File: src/rtl/md_issue_ctrl.sv
// Issue control for the HI/LO multiply/divide unit: launches operations, tracks their run time and stalls D.
// Optional MD_CHECK_EN adds a sticky protocol checker on md_err.
module md_issue_ctrl #(
   parameter int unsigned MULT_LAT = 5,
   parameter int unsigned DIV_LAT  = 10
) (
   input  logic       Clk,
   input  logic       Reset,
   input  logic       e_valid,
   input  logic       e_md_start,
   input  logic [1:0] e_md_op,
   input  logic [1:0] e_mt,
   input  logic       d_md_use,
   input  logic       exc_in,
   input  logic       md_busy,
   output logic       Start,
   output logic [1:0] opsrc,
   output logic [1:0] wsrc,
   output logic       stall_D,
   output logic       md_state,
   output logic       md_err
);

   localparam int unsigned CNT_W = 4;

   typedef enum logic [0:0] {
      IDLE = 1'b0,
      RUN  = 1'b1
   } state_e;

   state_e             state_q, state_d;
   logic [CNT_W-1:0]   cnt_q, cnt_d;
   logic               run;

   assign run      = (state_q == RUN);
   assign md_state = run;

   // Issue decode; wsrc and Start are mutually exclusive through e_md_start.
   always_comb begin
      Start   = e_valid & e_md_start & ~exc_in & Reset;
      opsrc   = Start ? e_md_op : 2'b00;
      wsrc    = (e_valid & ~exc_in & ~e_md_start & Reset) ? e_mt : 2'b00;
      stall_D = d_md_use & (Start | run);
   end

   always_comb begin
      state_d = state_q;
      cnt_d   = cnt_q;
      case (state_q)
         IDLE: begin
            if (Start) begin
               state_d = RUN;
               cnt_d   = e_md_op[1] ? CNT_W'(DIV_LAT) : CNT_W'(MULT_LAT);
            end
         end
         RUN: begin
            // A Start seen here is a protocol violation and does not reload the count.
            if (exc_in || (cnt_q == CNT_W'(1))) begin
               state_d = IDLE;
               cnt_d   = '0;
            end else begin
               cnt_d   = cnt_q - CNT_W'(1);
            end
         end
         default: begin
            state_d = IDLE;
            cnt_d   = '0;
         end
      endcase
   end

   always_ff @(posedge Clk or negedge Reset) begin
      if (!Reset) begin
         state_q <= IDLE;
         cnt_q   <= '0;
      end else begin
         state_q <= state_d;
         cnt_q   <= cnt_d;
      end
   end

`ifdef MD_CHECK_EN
   logic md_err_q, md_err_d;

   // Flags a busy/state disagreement with the MD unit or a launch into a running unit.
   always_comb begin
      md_err_d = md_err_q | (md_busy != run) | (Start & run);
   end

   always_ff @(posedge Clk or negedge Reset) begin
      if (!Reset) begin
         md_err_q <= 1'b0;
      end else begin
         md_err_q <= md_err_d;
      end
   end

   assign md_err = md_err_q;
`else
   logic unused_md_busy;

   assign unused_md_busy = md_busy;
   assign md_err         = 1'b0;
`endif

endmodule

File: config.mk
export PLATFORM = sky130hd
export DESIGN_NAME = md_issue_ctrl
export DESIGN_NICKNAME = d
export VERILOG_FILES = /design/src/rtl/md_issue_ctrl.sv
export SDC_FILE = /design/constraint.sdc
export NUM_CORES = 1
export LEC_CHECK = 0
export CAP_MARGIN = 10
export CORE_AREA = 4 4 41 43
export DETAILED_ROUTE_END_ITERATION = 10
export DIE_AREA = 0 0 45 47
export SLEW_MARGIN = 20
export SYNTH_ARGS = -nofsm -noshare
export SYNTH_HDL_FRONTEND = slang
export SYNTH_SLANG_ARGS = --single-unit
File: constraint.sdc
create_clock -name Clk -period 3.51 [get_ports Clk]
set_clock_uncertainty 0.05 [all_clocks]
set_input_delay 0.351 -clock Clk [delete_from_list [all_inputs] [get_ports Clk]]
set_output_delay 0.351 -clock Clk [all_outputs]
set_load 0.005 [all_outputs]
==> results of run 1 <==
-- worst paths after layout --
| check | end | slack (ns) | cells past startpoint | from |
|---|---|---|---|---|
| max | opsrc[0] | 1.14 | 5 | Reset |
| max reg2reg | cnt_q[3] | 2.04 | 5 | cnt_q[1] |
| max in group asynchronous | cnt_q[1] | 2.82 | 1 | Reset |
| min in group Clk | cnt_q[1] | 0.52 | 1 | cnt_q[1] |
| min reg2reg | cnt_q[1] | 0.52 | 1 | cnt_q[1] |
| min | cnt_q[2] | 0.33 | 1 | Reset |
-- where the power goes --
| part | total, uW | leakage [uW] | switching [uW] | internal (uW) |
|---|---|---|---|---|
| sequential | 98.5 | 0.0000636 | 24.3 | 74.2 |
| clock | 66.8 | 0.0000150 | 23.8 | 43.0 |
| combinational | 87.1 | 0.000189 | 35.0 | 52.1 |
| total | 252 | 0.000268 | 83.1 | 169 |
-- metal layers --
layer / global-route usage, % / vias to the layer above / wire, um
met5: 0 / - / 0
met4: 5.26 / 0 / 17
met3: 5.75 / 3 / 57
met2: 15.3 / 12 / 402
met1: 12.2 / 162 / 415
li1: - / 181 / -
-- synth_stat cells (2+ instances only) --
cell type | n | area (um2)
a21oi_1 | 2 | 10.0
dfrtp_1 | 5 | 125
mux2i_1 | 2 | 20.0
and2_1 | 2 | 12.5
o22ai_1 | 2 | 12.5
ha_1 | 2 | 25.0
inv_1 | 3 | 11.3
nor3_1 | 3 | 15.0
nor2b_1 | 2 | 12.5
-- metrics by stage --
step	setup slack, ns	total power, uW	hold WS, ns
6_report	1.14	252	0.335
5_1_grt	1.01	277	0.342
4_1_cts	1.10	258	0.334
3_5_place_dp	1.12	186	0.502
3_3_place_gp	1.11	186	0.502
2_1_floorplan	2.16	155	0.00541
-- registers in the layout, summed over array words and instances (netlist names) --
name	flops
md_state	1
cnt_q	4
-- layout make-up --
class	instances	area [um2]	share of cell area (%)
tap	15	18.8	3.13
inverter	4	20.0	3.34
sequential	5	125	20.9
clock buffer	4	26.3	4.38
timing repair buffer	16	160	26.7
multi-input combinational	30	249	41.5
-- placed cells by master (no fill, tap or decap) --
cell type / Yosys / layout
nor2_1: 1 / 1
o21a_1: 1 / 1
a211o_1: 1 / 1
inv_1: 3 / 3
o32a_2: 1 / 1
nor4b_1: 1 / 1
mux2i_1: 2 / 2
o21ai_0: 1 / 1
and2_2: 1 / 1
ha_1: 2 / 2
and4bb_2: 1 / 1
conb_1: 1 / 1
clkinv_4: 1 / 1
a21oi_1: 2 / 2
clkbuf_4: 0 / 3
or2_1: 1 / 1
nor2b_1: 2 / 2
nor3_1: 3 / 3
nor3b_4: 1 / 1
o32ai_1: 1 / 1
o22ai_1: 2 / 2
nand2b_1: 1 / 1
nand2b_2: 1 / 1
dfrtp_1: 5 / 5
clkdlybuf4s50_1: 0 / 16
clkbuf_1: 0 / 1
nand4b_4: 1 / 1
and2_1: 2 / 2
-- cell families (layout without fill, tap and decap cells) --
family,Yosys count,in the layout
adder cells (fa/ha/maj),2,2
buffers and inverters,6,24
other,1,1
AO/OA/AOI/OAI,9,9
AND/OR/NAND/NOR,16,16
multiplexers,2,2
flip-flops,5,5
-- worst max-delay path: stages --
cell	delay [ns]
clkdlybuf4s50_1	0.68
nand4b_4	0.21
clkinv_4	0.10
and2_2	0.13
clkdlybuf4s50_1	0.49
==> summary.md, run 1 <==
| Metric | Value |
|---|---|
| Worst-path clk slew | `~0.040 ns` |
| Clock tree buffer depth | `2` |
| Share of layout cells above drive strength 1 | `16.9%` |
| EDFF count, synth | `0` |
| Antenna Nets Post-Route | `0` |
| Initial antenna violation count | `0` |
| Final cell count without fillers | `74` |
| Crit share post-route | `between 60% and 70%` |
| Sequential element share of the synthesized area | `30.8%` |
| Worst VDD drop | `about 0.18 mV` |
| Gates resized, CTS repair | `0` |
| Post-synthesis instance total | `41` |
| Clk_lat worst skew | `about 0.24 ns` |
| Initial Utilization | `between 30% and 40%` |
| Number of failing hold endpoints at the final stage | `0` |
| CTS buffer count | `3` |
| Post-Syn Area | `roughly 410 um2` |
| Post-CTS Hold Buffers | `0` |
| HPWL after DPL | `slightly above 700 um` |
| Port Buffers | `16` |
| Flops & latches, synth | `5` |
| Vias in the first global route | `358` |
| Final WL | `between 800 and 900 um` |
| CTS root buf | `clkbuf_4` |
| Finished Cell Area | `599 um2` |
| Area of placed instances | `573 um2` |
| Average size of a mapped cell | `9.92 um2` |
| Crit-path max FO | `7` |
| Final Util | `a little under half` |
| Post-CTS Setup Bufs | `0` |
| Maximum clock rate | `between 400 and 500 MHz` |
| Dpl cells | `70` |
| RSZ-0062 raised after global routing | `false` |
| Crit Path Category | `in -> out` |
| Global Route Usage Sum | `between 10% and 20%` |
| Min-Delay Path Class | `in -> async` |
| Fill count | `132` |
| Total negative setup slack | `0 ns` |
| Largest net degree at the start of global routing | `11` |
| Main combinational cell family by area after synthesis | `simple AND/OR/NAND/NOR gates` |
| Startpoint Class | `input port` |
| Synth Area in Compound Gates | `15.7%` |
| Syn_nets | `54` |
| DIE AREA | `0.00212 mm2` |
| Leak Pwr | `about 0.00027 uW` |
| Post-synthesis xor/xnor area fraction | `0%` |
| Power Density | `approximately 420 mW/mm2` |
| Vias | `between 300 and 400` |
| Yosys warns | `0` |
| CP endpoint kind | `output port` |
| Detailed-route DRC error count | `0` |
| Vias/cell | `around 4.8` |
| Gpl congestion | `0.664` |
| Die Height | `around 47 um` |
| Simple-Gate Fraction of Synth Area | `33.5%` |
| Grt ovf | `0` |
| # IOs | `19` |
| Final nets | `73` |
| # H-tree levels | `1` |
| Synth Flop Type | `dfrtp_1` |
| Site row count | `13` |
| TritonCTS clock tree | `built` |
| Die width | `roughly 45 um` |
| WP data required | `roughly 3.1 ns` |
| Antenna cell count | `0` |
| Post-synthesis adder-cell area fraction | `between 6 and 7%` |
| Slew Limit Fails | `0` |
| Tmin final | `2.37 ns` |
| Initial DRC count | `5` |
| First-pass GRT wire length | `~1500 um` |
| Core area | `between 0.001 and 0.0015 mm2` |
| CP arrival | `approximately 2.0 ns` |
| Async SR Flop Fraction | `between 90% and 100%` |
| Area delta synth->final | `47.4%` |
| Detailed Routing Iterations Pass 1 | `2` |
| Status | `complete, no violations` |
| Max-cap violations | `0` |
| CTS sink count | `5` |
| Setup violators final | `0` |
| Post-synthesis mux area share | `4.92%` |
| Synth cell types | `27` |
| Post-DR wirelength/cell | `~12 um` |
Note: power is estimated with default switching activity, not from simulation.
==> run 2, diff against run 1 <==
==> constraint.sdc (replaced) <==
create_clock -name Clk -period 2.35 [get_ports Clk]
set_clock_uncertainty 0.05 [all_clocks]
set_input_delay 0.235 -clock Clk [delete_from_list [all_inputs] [get_ports Clk]]
set_output_delay 0.235 -clock Clk [all_outputs]
set_load 0.005 [all_outputs]
==> run 2 against run 1 <==
  * Sequential power rose by 49%
  * Sequential share of layout area fell by 0.26 points
  * Non-clock buffer count rose by 1
  * Sequential cell count did not move
  * Final cell count rose by 1.4%
  * Worst hold slack improved by 0.0067 ns
  * Largest cell class unchanged
==> summary.md, run 2 (same netlist as run 1, synthesis figures left out) <==
| Metric | Value |
|---|---|
| Status | `complete, no violations` |
| Commonest cells after routing, fill and taps aside | `clkdlybuf4s50_1, dfrtp_1, inv_1, nor3_1, clkbuf_4` |
| Vias in the first global route | `406 (+13%)` |
| Worst VDD drop | `0.184 mV (+2.7%)` |
| Area delta synth->final | `49.2%` |
| Post-CTS Setup Bufs | `0 (unchanged)` |
| CP endpoint kind | `output port` |
| Initial Utilization | `31.3% (unchanged)` |
| Min-Delay Path Class | `in -> async` |
| Detailed Routing Iterations Pass 1 | `4 (+2)` |
| WP data required | `2.07 ns (-1.04 ns)` |
| Core area | `0.00130 mm2 (unchanged)` |
| Crit share post-route | `between 80% and 90%` |
| Setup violators final | `0 (unchanged)` |
| Final WL | `904 um (+1.2%)` |
| # H-tree levels | `1 (unchanged)` |
| Initial antenna violation count | `0 (unchanged)` |
| Register area | `125 um2 (unchanged)` |
| Die width | `45 um (unchanged)` |
| Commonest non-fill, non-tap cell in the layout | `clkdlybuf4s50_1` |
| Gpl congestion | `0.681 (+2.5%)` |
| Final cell count without fillers | `75 (+1.4%)` |
| Area of placed instances | `581 um2 (+1.3%)` |
| Largest net degree at the start of global routing | `11 (unchanged)` |
| Tmin final | `between 1.5 and 2 ns` |
| Final nets | `74 (+1.4%)` |
| # IOs | `19 (unchanged)` |
| Dpl cells | `71 (+1.4%)` |
| Leak Pwr | `0.000273 uW (+1.8%)` |
| Power Density | `621 mW/mm2 (+47%)` |
| Finished Cell Area | `607 um2 (+1.3%)` |
| HPWL after DPL | `731 um (+1.1%)` |
| Antenna cell count | `0 (unchanged)` |
| Worst-path clk slew | `0.04 ns (about the same)` |
| Gates resized, CTS repair | `0 (unchanged)` |
| Crit-path max FO | `6 (-1)` |
| Clk_lat worst skew | `0.25 ns (about the same)` |
| Largest Register | `cnt_q` |
| CP arrival | `1.71 ns (-0.26 ns)` |
| Site row count | `13 (unchanged)` |
| Share of layout cells above drive strength 1 | `18.3% (+1.4 points)` |
| Global Route Usage Sum | `10.8% (+0.40 points)` |
| Fill count | `137 (+3.8%)` |
| Antenna Nets Post-Route | `0 (unchanged)` |
| Initial DRC count | `3 (-2)` |
| Post-CTS Hold Buffers | `0 (unchanged)` |
| CTS buffer count | `3 (unchanged)` |
| Worst setup margin | `0.357 ns (-0.780 ns)` |
| CTS sink count | `5 (unchanged)` |
| Vias | `371 (+3.6%)` |
| Number of failing hold endpoints at the final stage | `0 (unchanged)` |
| Max FFs per register | `4 (unchanged)` |
| Vias/cell | `4.95 (+2.2%)` |
| Crit Path Category | `in -> out` |
| TritonCTS clock tree | `built` |
| Port Buffers | `16 (unchanged)` |
| Die Height | `47 um (unchanged)` |
| Total negative setup slack | `0 ns (unchanged)` |
| Maximum clock rate | `between 500 and 600 MHz` |
| Clock tree buffer depth | `2 (unchanged)` |
| Max-cap violations | `0 (unchanged)` |
| Multi-input combinational cell area | `249 um2 (unchanged)` |
| Grt ovf | `0 (unchanged)` |
| Post-DR wirelength/cell | `12.1 um (-0.12%)` |
| Slew Limit Fails | `0 (unchanged)` |
| Setup Slack @ Placement | `0.358 ns (-0.758 ns)` |
| Final Util | `46.6% (+0.58 points)` |
| First-pass GRT wire length | `1640 um (+7.7%)` |
| CTS root buf | `clkbuf_4` |
| Detailed-route DRC error count | `0 (unchanged)` |
| RSZ-0062 raised after global routing | `false` |
| Startpoint Class | `input port` |
| DIE AREA | `0.00212 mm2 (unchanged)` |
[run 2: cell count changes in the layout (fill, tap and decap cells not counted)]
cell,previous run,this run
buf_4,0,1
[run 2: area by class of cell]
class / count / share of cell area, %
inverter: 4 / 3.30
tap: 15 / 3.09
multi-input combinational: 30 / 41.0
sequential: 5 / 20.6
timing repair buffer: 17 / 27.6
clock buffer: 4 / 4.33
[run 2: final timing paths]
check,start,endpoint,slack (ns),depth (start not counted)
setup / recovery,Reset,opsrc[0],0.36,5
setup reg to reg,cnt_q[1],cnt_q[3],0.90,5
min in group Clk,cnt_q[1],cnt_q[1],0.50,1
hold reg to reg,cnt_q[1],cnt_q[1],0.50,1
hold / removal,Reset,cnt_q[2],0.34,2
max in group asynchronous,Reset,cnt_q[0],1.80,2
[run 2: worst max-delay path, cell delays in order]
cell and delay [ns]:
clkdlybuf4s50_1 0.55, nand4b_4 0.19, clkinv_4 0.10, and2_2 0.13
clkdlybuf4s50_1 0.49
[run 2: power by group]
group | total (uW) | internal (uW) | switching [uW]
sequential | 147 | 111 | 36.2
combinational | 128 | 78.4 | 50.0
clock | 101 | 64.3 | 37.0
[run 2: routing by layer]
layer,vias to the layer above,global-route usage (%),share of wire (%)
met1,172,12.9,42
met4,0,7.02,1.5
met5,-,0,0
li1,182,-,-
met2,14,16.1,50
met3,3,4.21,6.9
[run 2: per-stage QoR]
step / total power [uW] / hold slack [ns]
global placement: 277 / 0.493
CTS: 382 / 0.341
floorplan: 231 / -0.111
finish: 377 / 0.341
detailed placement: 277 / 0.492
global route: 411 / 0.361
